### config.mk
export PLATFORM = sky130hd
export DESIGN_NAME = sseg_scan_driver
export DESIGN_NICKNAME = d
export VERILOG_FILES = /design/src/rtl/sseg_pkg.sv /design/src/rtl/tick_gen.sv /design/src/rtl/sseg_scan_driver.sv
export SDC_FILE = /design/constraint.sdc
export NUM_CORES = 1
export LEC_CHECK = 0
export ABC_CLOCK_PERIOD_IN_PS = 6900
export BUFFER_PORTS_ARGS = -buffer_cell sky130_fd_sc_hd__buf_2
export CORE_ASPECT_RATIO = 2
export CORE_MARGIN = 3
export CORE_UTILIZATION = 51
export DETAILED_ROUTE_END_ITERATION = 8
export PLACE_DENSITY = 0.73
export SLEW_MARGIN = 20
export SYNTH_ARGS = -nofsm -noshare
export SYNTH_HDL_FRONTEND = slang
export SYNTH_SLANG_ARGS = --single-unit
### constraint.sdc
create_clock -name clk -period 6.9 [get_ports clk]
set_clock_uncertainty 0.15 [all_clocks]
set_input_delay 1.38 -clock clk [delete_from_list [all_inputs] [get_ports clk]]
set_output_delay 1.38 -clock clk [all_outputs]
set_load 0.01 [all_outputs]
### src/rtl/sseg_pkg.sv
// Shared constants and types for the multiplexed seven-segment scan driver.
package sseg_pkg;

  localparam logic [7:0] SEG_OFF  = 8'hFF;
  localparam logic [7:0] SEG_ZERO = 8'h81;
  localparam logic [3:0] AN_OFF   = 4'b1111;

  typedef logic [1:0] digit_idx_t;

  // Active-low one-hot anode pattern for a digit index.
  function automatic logic [3:0] an_select(input digit_idx_t idx);
    logic [3:0] an_v;
    case (idx)
      2'd0:    an_v = 4'b1110;
      2'd1:    an_v = 4'b1101;
      2'd2:    an_v = 4'b1011;
      2'd3:    an_v = 4'b0111;
      default: an_v = AN_OFF;
    endcase
    return an_v;
  endfunction

endpackage

### src/rtl/tick_gen.sv
// Free-running prescaler counting 0..DIV-1; tick_o marks the wrap cycle.
module tick_gen #(
  parameter int unsigned DIV = 100000,
  localparam int unsigned CW = (DIV > 1) ? $clog2(DIV) : 1
) (
  input  logic          clk,
  input  logic          rst_n,
  output logic [CW-1:0] cnt_o,
  output logic          tick_o
);

  localparam logic [CW-1:0] LAST = CW'(DIV - 1);

  logic [CW-1:0] cnt_q;
  logic [CW-1:0] cnt_d;

  // Next prescaler value with wrap at the divisor.
  always_comb begin
    cnt_d = cnt_q;
    if (cnt_q == LAST) begin
      cnt_d = '0;
    end else begin
      cnt_d = cnt_q + CW'(1);
    end
  end

  // Prescaler state register.
  always_ff @(posedge clk or negedge rst_n) begin
    if (!rst_n) begin
      cnt_q <= '0;
    end else begin
      cnt_q <= cnt_d;
    end
  end

  assign cnt_o  = cnt_q;
  assign tick_o = (cnt_q == LAST);

endmodule

### src/rtl/sseg_scan_driver.sv
// Four-digit multiplexed seven-segment driver with frame-synchronous loading,
// leading-zero suppression and whole-display blink.
module sseg_scan_driver
  import sseg_pkg::*;
#(
  parameter int unsigned REFRESH_DIV  = 100000,
  parameter int unsigned BLANK_CYCLES = 16,
  parameter int unsigned BLINK_TICKS  = 256
) (
  input  logic        clk,
  input  logic        rst_n,
  input  logic [31:0] seg_word,
  input  logic        load,
  input  logic        lz_blank,
  input  logic        blink_en,
  output logic [3:0]  an,
  output logic [7:0]  seg,
  output logic        frame_done
);

  localparam int unsigned PW = $clog2(REFRESH_DIV);
  localparam int unsigned BW = (BLINK_TICKS > 1) ? $clog2(BLINK_TICKS) : 1;
  localparam logic [PW-1:0] BLANK_LIM  = PW'(BLANK_CYCLES);
  localparam logic [BW-1:0] BLINK_LAST = BW'(BLINK_TICKS - 1);

  logic [PW-1:0] pre_cnt_s;
  logic          slot_tick_s;
  logic          frame_tick_s;

  digit_idx_t    idx_q,       idx_d;
  logic [31:0]   shadow_q,    shadow_d;
  logic [31:0]   disp_q,      disp_d;
  logic          pend_q,      pend_d;
  logic [BW-1:0] blink_cnt_q, blink_cnt_d;
  logic          phase_q,     phase_d;
  logic [3:0]    an_q,        an_d;
  logic [7:0]    seg_q,       seg_d;
  logic          frame_q,     frame_d;

  logic [3:0]    zsup_s;
  logic [7:0]    cur_byte_s;
  logic          lit_s;

  tick_gen #(.DIV(REFRESH_DIV)) u_tick_gen (
    .clk    (clk),
    .rst_n  (rst_n),
    .cnt_o  (pre_cnt_s),
    .tick_o (slot_tick_s)
  );

  assign frame_tick_s = slot_tick_s && (idx_q == 2'd3);

  // Digit index, load shadowing and frame-boundary display update.
  always_comb begin
    idx_d    = idx_q;
    shadow_d = shadow_q;
    disp_d   = disp_q;
    pend_d   = pend_q;
    if (slot_tick_s) begin
      idx_d = idx_q + 2'd1;
    end else begin
      idx_d = idx_q;
    end
    if (load) begin
      shadow_d = seg_word;
      pend_d   = 1'b1;
    end else begin
      shadow_d = shadow_q;
    end
    // The display only changes here so a frame is never torn.
    if (frame_tick_s) begin
      pend_d = 1'b0;
      if (load) begin
        disp_d = seg_word;
      end else if (pend_q) begin
        disp_d = shadow_q;
      end else begin
        disp_d = disp_q;
      end
    end else begin
      disp_d = disp_q;
    end
  end

  // Blink phase toggles every BLINK_TICKS slot ticks, independent of blink_en.
  always_comb begin
    blink_cnt_d = blink_cnt_q;
    phase_d     = phase_q;
    if (slot_tick_s) begin
      if (blink_cnt_q == BLINK_LAST) begin
        blink_cnt_d = '0;
        phase_d     = ~phase_q;
      end else begin
        blink_cnt_d = blink_cnt_q + BW'(1);
      end
    end else begin
      blink_cnt_d = blink_cnt_q;
    end
  end

  // Output selection: guard band, blink and leading-zero suppression.
  always_comb begin
    zsup_s[0] = 1'b0;
    zsup_s[3] = lz_blank && (disp_q[31:24] == SEG_ZERO);
    zsup_s[2] = zsup_s[3] && (disp_q[23:16] == SEG_ZERO);
    zsup_s[1] = zsup_s[2] && (disp_q[15:8] == SEG_ZERO);
    case (idx_q)
      2'd0:    cur_byte_s = disp_q[7:0];
      2'd1:    cur_byte_s = disp_q[15:8];
      2'd2:    cur_byte_s = disp_q[23:16];
      2'd3:    cur_byte_s = disp_q[31:24];
      default: cur_byte_s = SEG_OFF;
    endcase
    lit_s = (pre_cnt_s >= BLANK_LIM) && !(blink_en && !phase_q) && !zsup_s[idx_q];
    if (lit_s) begin
      an_d  = an_select(idx_q);
      seg_d = cur_byte_s;
    end else begin
      an_d  = AN_OFF;
      seg_d = SEG_OFF;
    end
    frame_d = frame_tick_s;
  end

  // State and registered-output flops.
  always_ff @(posedge clk or negedge rst_n) begin
    if (!rst_n) begin
      idx_q       <= 2'd0;
      shadow_q    <= 32'hFFFF_FFFF;
      disp_q      <= 32'hFFFF_FFFF;
      pend_q      <= 1'b0;
      blink_cnt_q <= '0;
      phase_q     <= 1'b1;
      an_q        <= AN_OFF;
      seg_q       <= SEG_OFF;
      frame_q     <= 1'b0;
    end else begin
      idx_q       <= idx_d;
      shadow_q    <= shadow_d;
      disp_q      <= disp_d;
      pend_q      <= pend_d;
      blink_cnt_q <= blink_cnt_d;
      phase_q     <= phase_d;
      an_q        <= an_d;
      seg_q       <= seg_d;
      frame_q     <= frame_d;
    end
  end

  assign an         = an_q;
  assign seg        = seg_q;
  assign frame_done = frame_q;

endmodule

; ---- After elaboration in Yosys (flattened, before gate mapping)
; Index checks and enable logic that the tools add are counted.
[word_totals]
ff_bits = 106
input_bits = 37
output_inout_bits = 13
wordCells = 51
[classes]
n_addsub = 3
order_cmp = 2
n_eq_ne = 8
muxes = 12
bitwise = 1
n_reduce_logical = 15
[ops]
columns = cell, n
row1 = two-way mux 32 bit, 2
row2 = == test 8 bit (second input constant), 4
row3 = one-hot mux 8 bit (4 select lines), 1
row4 = adder 17 x 1 -> 17 bit (second input constant), 1
row5 = == test 17 bit (second input constant), 1
row6 = >= comparator 17 x 5 -> 1 bit (second input constant), 1
row7 = two-way mux 17 bit, 1
row8 = two-way mux 8 bit, 2
row9 = one-hot mux 4 bit (4 select lines), 1
row10 = adder 8 x 1 -> 8 bit (second input constant), 1
row11 = logical AND 1 bit, 7
row12 = == test 2 bit (second input constant), 2
row13 = two-way mux 4 bit, 1
row14 = AND reduction 2 bit, 2
row15 = nonzero test 2 bit, 2
row16 = zero test 1 bit, 3
row17 = < comparator 2 x 3 -> 1 bit (second input constant), 1
row18 = two-way mux 1 bit, 3
row19 = adder 2 x 1 -> 2 bit (second input constant), 1
row20 = binary-select mux 1 bit (select 2 bit), 1
row21 = == test 2 x 1 -> 1 bit (second input constant), 1
row22 = zero test 2 bit, 1
row23 = inverter 1 bit, 1

; ---- Depth between registers and ports, before layout
[depth]
word_depth = 9
ltp_mapped = 6
ltp_nobuf = 5

; ---- Hierarchy
; A second synthesis with hierarchy kept.
[unflattened]
hier_cells = 334
hier_area_um2 = 4545.6
[modules_own_cells]
columns = module, n_inst, cells_per_inst, area_each_um2
row1 = sseg_scan_driver, 1, 260, 3752.3
row2 = tick_gen, 1, 74, 793.3

; ---- Worst setup path after synthesis
; Ideal clock, no wire load.
[synth_path]
path_type = in2reg
startpoint = in load
endpoint = reg disp_q[10]
setup_time_ns = 0.082
arrival_ns = 2.555
required_time_ns = 6.668
path_slack_ns = 4.113
cell_stages = 4
cell_sequence = clkbuf_1 clkbuf_1 mux2_2 mux2_4
[synth_between]
elab_chain_cells = 2
word_cells_on_any_way = 3
cone_classes = mux: 1 / reduce/logical: 2
[synth_lines]
columns = element, line
row1 = "start, declared", sseg_scan_driver.sv:13  ; input logic load,
row2 = nonzero test 2 bit (no source line), --
row3 = AND reduction 2 bit (no source line), --
row4 = "end signal, assigned", sseg_scan_driver.sv:140  ; disp_q <= disp_d;
row5 = "end, declared", sseg_scan_driver.sv:32  ; logic [31:0] disp_q, disp_d;
; Several ways; a longest one is shown, not always the timed one.
; A chain may end at the register's enable or synchronous reset.

; ---- Worst setup path after layout
[layout_path]
startpoint = in load
endpoint = reg disp_q[25]
; The elaborated chain is that of the path after synthesis.

==> flow_metrics.env <==
export IMPL_drt_wl_total_um=9080
export IMPL_synth_distinct_cells=40
export IMPL_antenna_found_initial=0
export IMPL_intPower_uw=936
export IMPL_switchingPower_uw=268
export IMPL_drive_gt1_share_pct=54.9
export IMPL_nNetsFinal=436
export IMPL_root_buffer="clkbuf_16"
export IMPL_dominantRegCellSynth="dfstp_2"
export IMPL_seq_area_frac_synth_pct=58.0
export IMPL_overflow=0
export IMPL_path_max_fanout=33
export IMPL_clk_pin_slew_ps=70
export IMPL_area_growth_pct=12.5
export IMPL_layout_min_cycle_time_ps=3120
export IMPL_power_frac_seq_pct=55.1
export IMPL_setup_viol=0
export IMPL_postLayoutCoreUtil_pct=59.2
export IMPL_relSlewSlack_pct=35.4
export IMPL_rsz0062_at_grt="no"
export IMPL_synth_edff_count=0
export IMPL_power_density_nw_per_um2=226
export IMPL_hold_ws_ps=329
export IMPL_die_w_um=74.2
export IMPL_hp_class="flip-flop to flip-flop"
export IMPL_timing_fmax_mhz=320
export IMPL_pre_cts_ws_ps=3390
export IMPL_clock_sinks=106
export IMPL_end_kind="flip-flop"
export IMPL_cp_start_kind="input pin"
export IMPL_postCtsSetupBuffers=0
export IMPL_tns_ps=0
export IMPL_slew_viol_final=0
export IMPL_cts_tree="yes"
export IMPL_route_detailed_drc=0
export IMPL_r2r_setup_slack_ps=4090
export IMPL_irDropWorstVdd_v=0.000133
export IMPL_diodes=0
export IMPL_p_sw_share_pct=22.2
export IMPL_synth_area_leaders="dfstp_2, dfrtp_1, mux2_2, mux2_4, xnor2_1"
export IMPL_clockPowerShare_pct=39.7
export IMPL_gp_congestion=0.900
export IMPL_avgViaCountPerCell=5.75
export IMPL_ctsResizeCount=0
export IMPL_cp_num_buf_inv=1
export IMPL_cpLargestDelayFamily="simple AND/OR/NAND/NOR gates"
export IMPL_place_hpwl_um=6520
export IMPL_first_pass_iters=9
export IMPL_yosysMostFrequentCell="dfstp_2"
export IMPL_pin_count=50
export IMPL_drv_cap=0
export IMPL_initial_core_util_pct=52.6
export IMPL_fp_dieH_um=142
export IMPL_p_comb_share_pct=5.2
export IMPL_htreeDepth=3
export IMPL_hold_buffers=0
export IMPL_slowest_stage="nand3b_4"
export IMPL_synth_top_area_share_pct=42.7
export IMPL_ys_warnings_count=0
export IMPL_status="complete, no violations"
export IMPL_ys_seq_elements=106
export IMPL_synthArstFlopShare_pct=100
export IMPL_insertion_delay_ps=350
export IMPL_grt_pass1_wl_um=14800
export IMPL_synth_nets=390
export IMPL_dieArea_um2=10600
export IMPL_drt_iter0_drc=219
export IMPL_portBuffers=49
export IMPL_grt_max_degree=93
export IMPL_period_share_pct=45.3
export IMPL_power_leakage_nw=2.32
export IMPL_grtUsageTotal_pct=18.9
export IMPL_cp_slowest_stage_delay_ps=610
export IMPL_grt_pass1_vias=2905
export IMPL_synth_area_um2=4740
export IMPL_tightest_slew_ps=969
export IMPL_critPathArrivalTime_ps=3240
export IMPL_cts_buffers=9
export IMPL_final_hold_viol_count=0
export IMPL_core_um2=9010
export IMPL_synth_top_cell_by_area="dfstp_2"
export IMPL_yosys_top_cells_count="dfstp_2, mux2_2, mux2_4"
export IMPL_vias=2867
export IMPL_worst_slack_ps=3780
export IMPL_crit_path_cell_trace="buf_2, nor2_1, nand3b_4, mux2_4"
export IMPL_rows=49
export IMPL_syn_avg_cell_area_um2=13.7
export IMPL_ant_nets=0
export IMPL_syn_inst=346
export IMPL_required_ps=7020
export IMPL_crit_type="input pin to flip-flop"
export IMPL_wl_per_cell_um=18.2
export IMPL_clock_path_buffers=2
per-layer routing:
metal / GRT usage, % / part of all wire, % / vias to the layer above
met3: 3.96 / 3.5 / 22
li1: - / - / 1322
met2: 32.8 / 56 / 71
met5: 0 / 0 / -
met4: 9.26 / 3.4 / 0
met1: 21.3 / 37 / 1452
worst reg2reg max path: cells and delay by family, from the launching register on:
family	cells	cell delay [ps]
buffers and inverters	1	270
flip-flops	1	440
AND/OR/NAND/NOR	3	1360
multiplexers	1	510
final timing paths:
kind	cells after the start	to	startpoint
min in group asynchronous	1	u_tick_gen.cnt_o[8]	rst_n
worst max register to register	5	disp_q[25]	u_tick_gen.cnt_o[11]
max in group asynchronous	2	idx_q[1]	rst_n
worst max-delay path	4	disp_q[25]	load
worst min register to register	1	blink_cnt_q[5]	blink_cnt_q[5]
worst min-delay path	1	blink_cnt_q[5]	blink_cnt_q[5]
cell families (layout without fill, tap and decap cells):
family | count (synthesis) | after routing | share of synthesized area [%]
flops | 106 | 106 | 58.0
simple gates | 89 | 89 | 10.4
mux | 73 | 73 | 19.7
buf+inv | 31 | 82 | 2.93
compound gates | 21 | 21 | 3.64
xor+xnor | 19 | 19 | 3.51
fa+ha+maj | 7 | 7 | 1.85
area by class of cell:
class / instances / area [um2]
timing repair buffer: 51 / 267
clock inverter: 6 / 50.0
inverter: 15 / 56.3
sequential: 106 / 2750
multi-input combinational: 209 / 1860
clock buffer: 10 / 229
fill: 732 / 3680
tap: 102 / 128
power by group through the flow:
stage          Sequential [mW]  Combinational [mW]  Clock [mW]
3_3_place_gp             0.673              0.0629           0
2_1_floorplan            0.674              0.0303           0
6_report                 0.664              0.0625       0.478
4_1_cts                  0.664              0.0649       0.486
3_5_place_dp             0.674              0.0647           0
5_1_grt                  0.666              0.0704       0.511
sequential cells by signal, indices dropped and copies added, names as in the netlist:
| name | count |
|---|---|
| seg | 8 |
| idx_q | 2 |
| frame_done | 1 |
| blink_cnt_q | 8 |
| an | 4 |
| u_tick_gen.cnt_o | 17 |
| disp_q | 32 |
| pend_q | 1 |
| phase_q | 1 |
| shadow_q | 32 |
layout by cell type, fill, tap and decap left out, types with 4 or more instances in the layout:
cell,count
nor4_1,5
nand2_1,15
nand4_1,8
nor2_1,20
clkinv_4,4
nor3_1,5
mux2_2,42
buf_2,48
inv_1,15
dfrtp_1,29
xnor2_1,15
ha_1,7
mux2_4,30
a222oi_1,8
xor2_1,4
nand3_1,20
dfstp_2,77
clkbuf_16,9
per-stage QoR:
stage / cells / area [um2] / total power [mW]
final: 499 / 5330 / 1.20
after global routing: 499 / 5330 / 1.25
after CTS: 499 / 5330 / 1.22
after detailed placement: 483 / 5050 / 0.739
after global placement: 483 / 5050 / 0.736
after floorplan: 346 / 4740 / 0.705
Note: power is estimated with default switching activity, not from simulation.
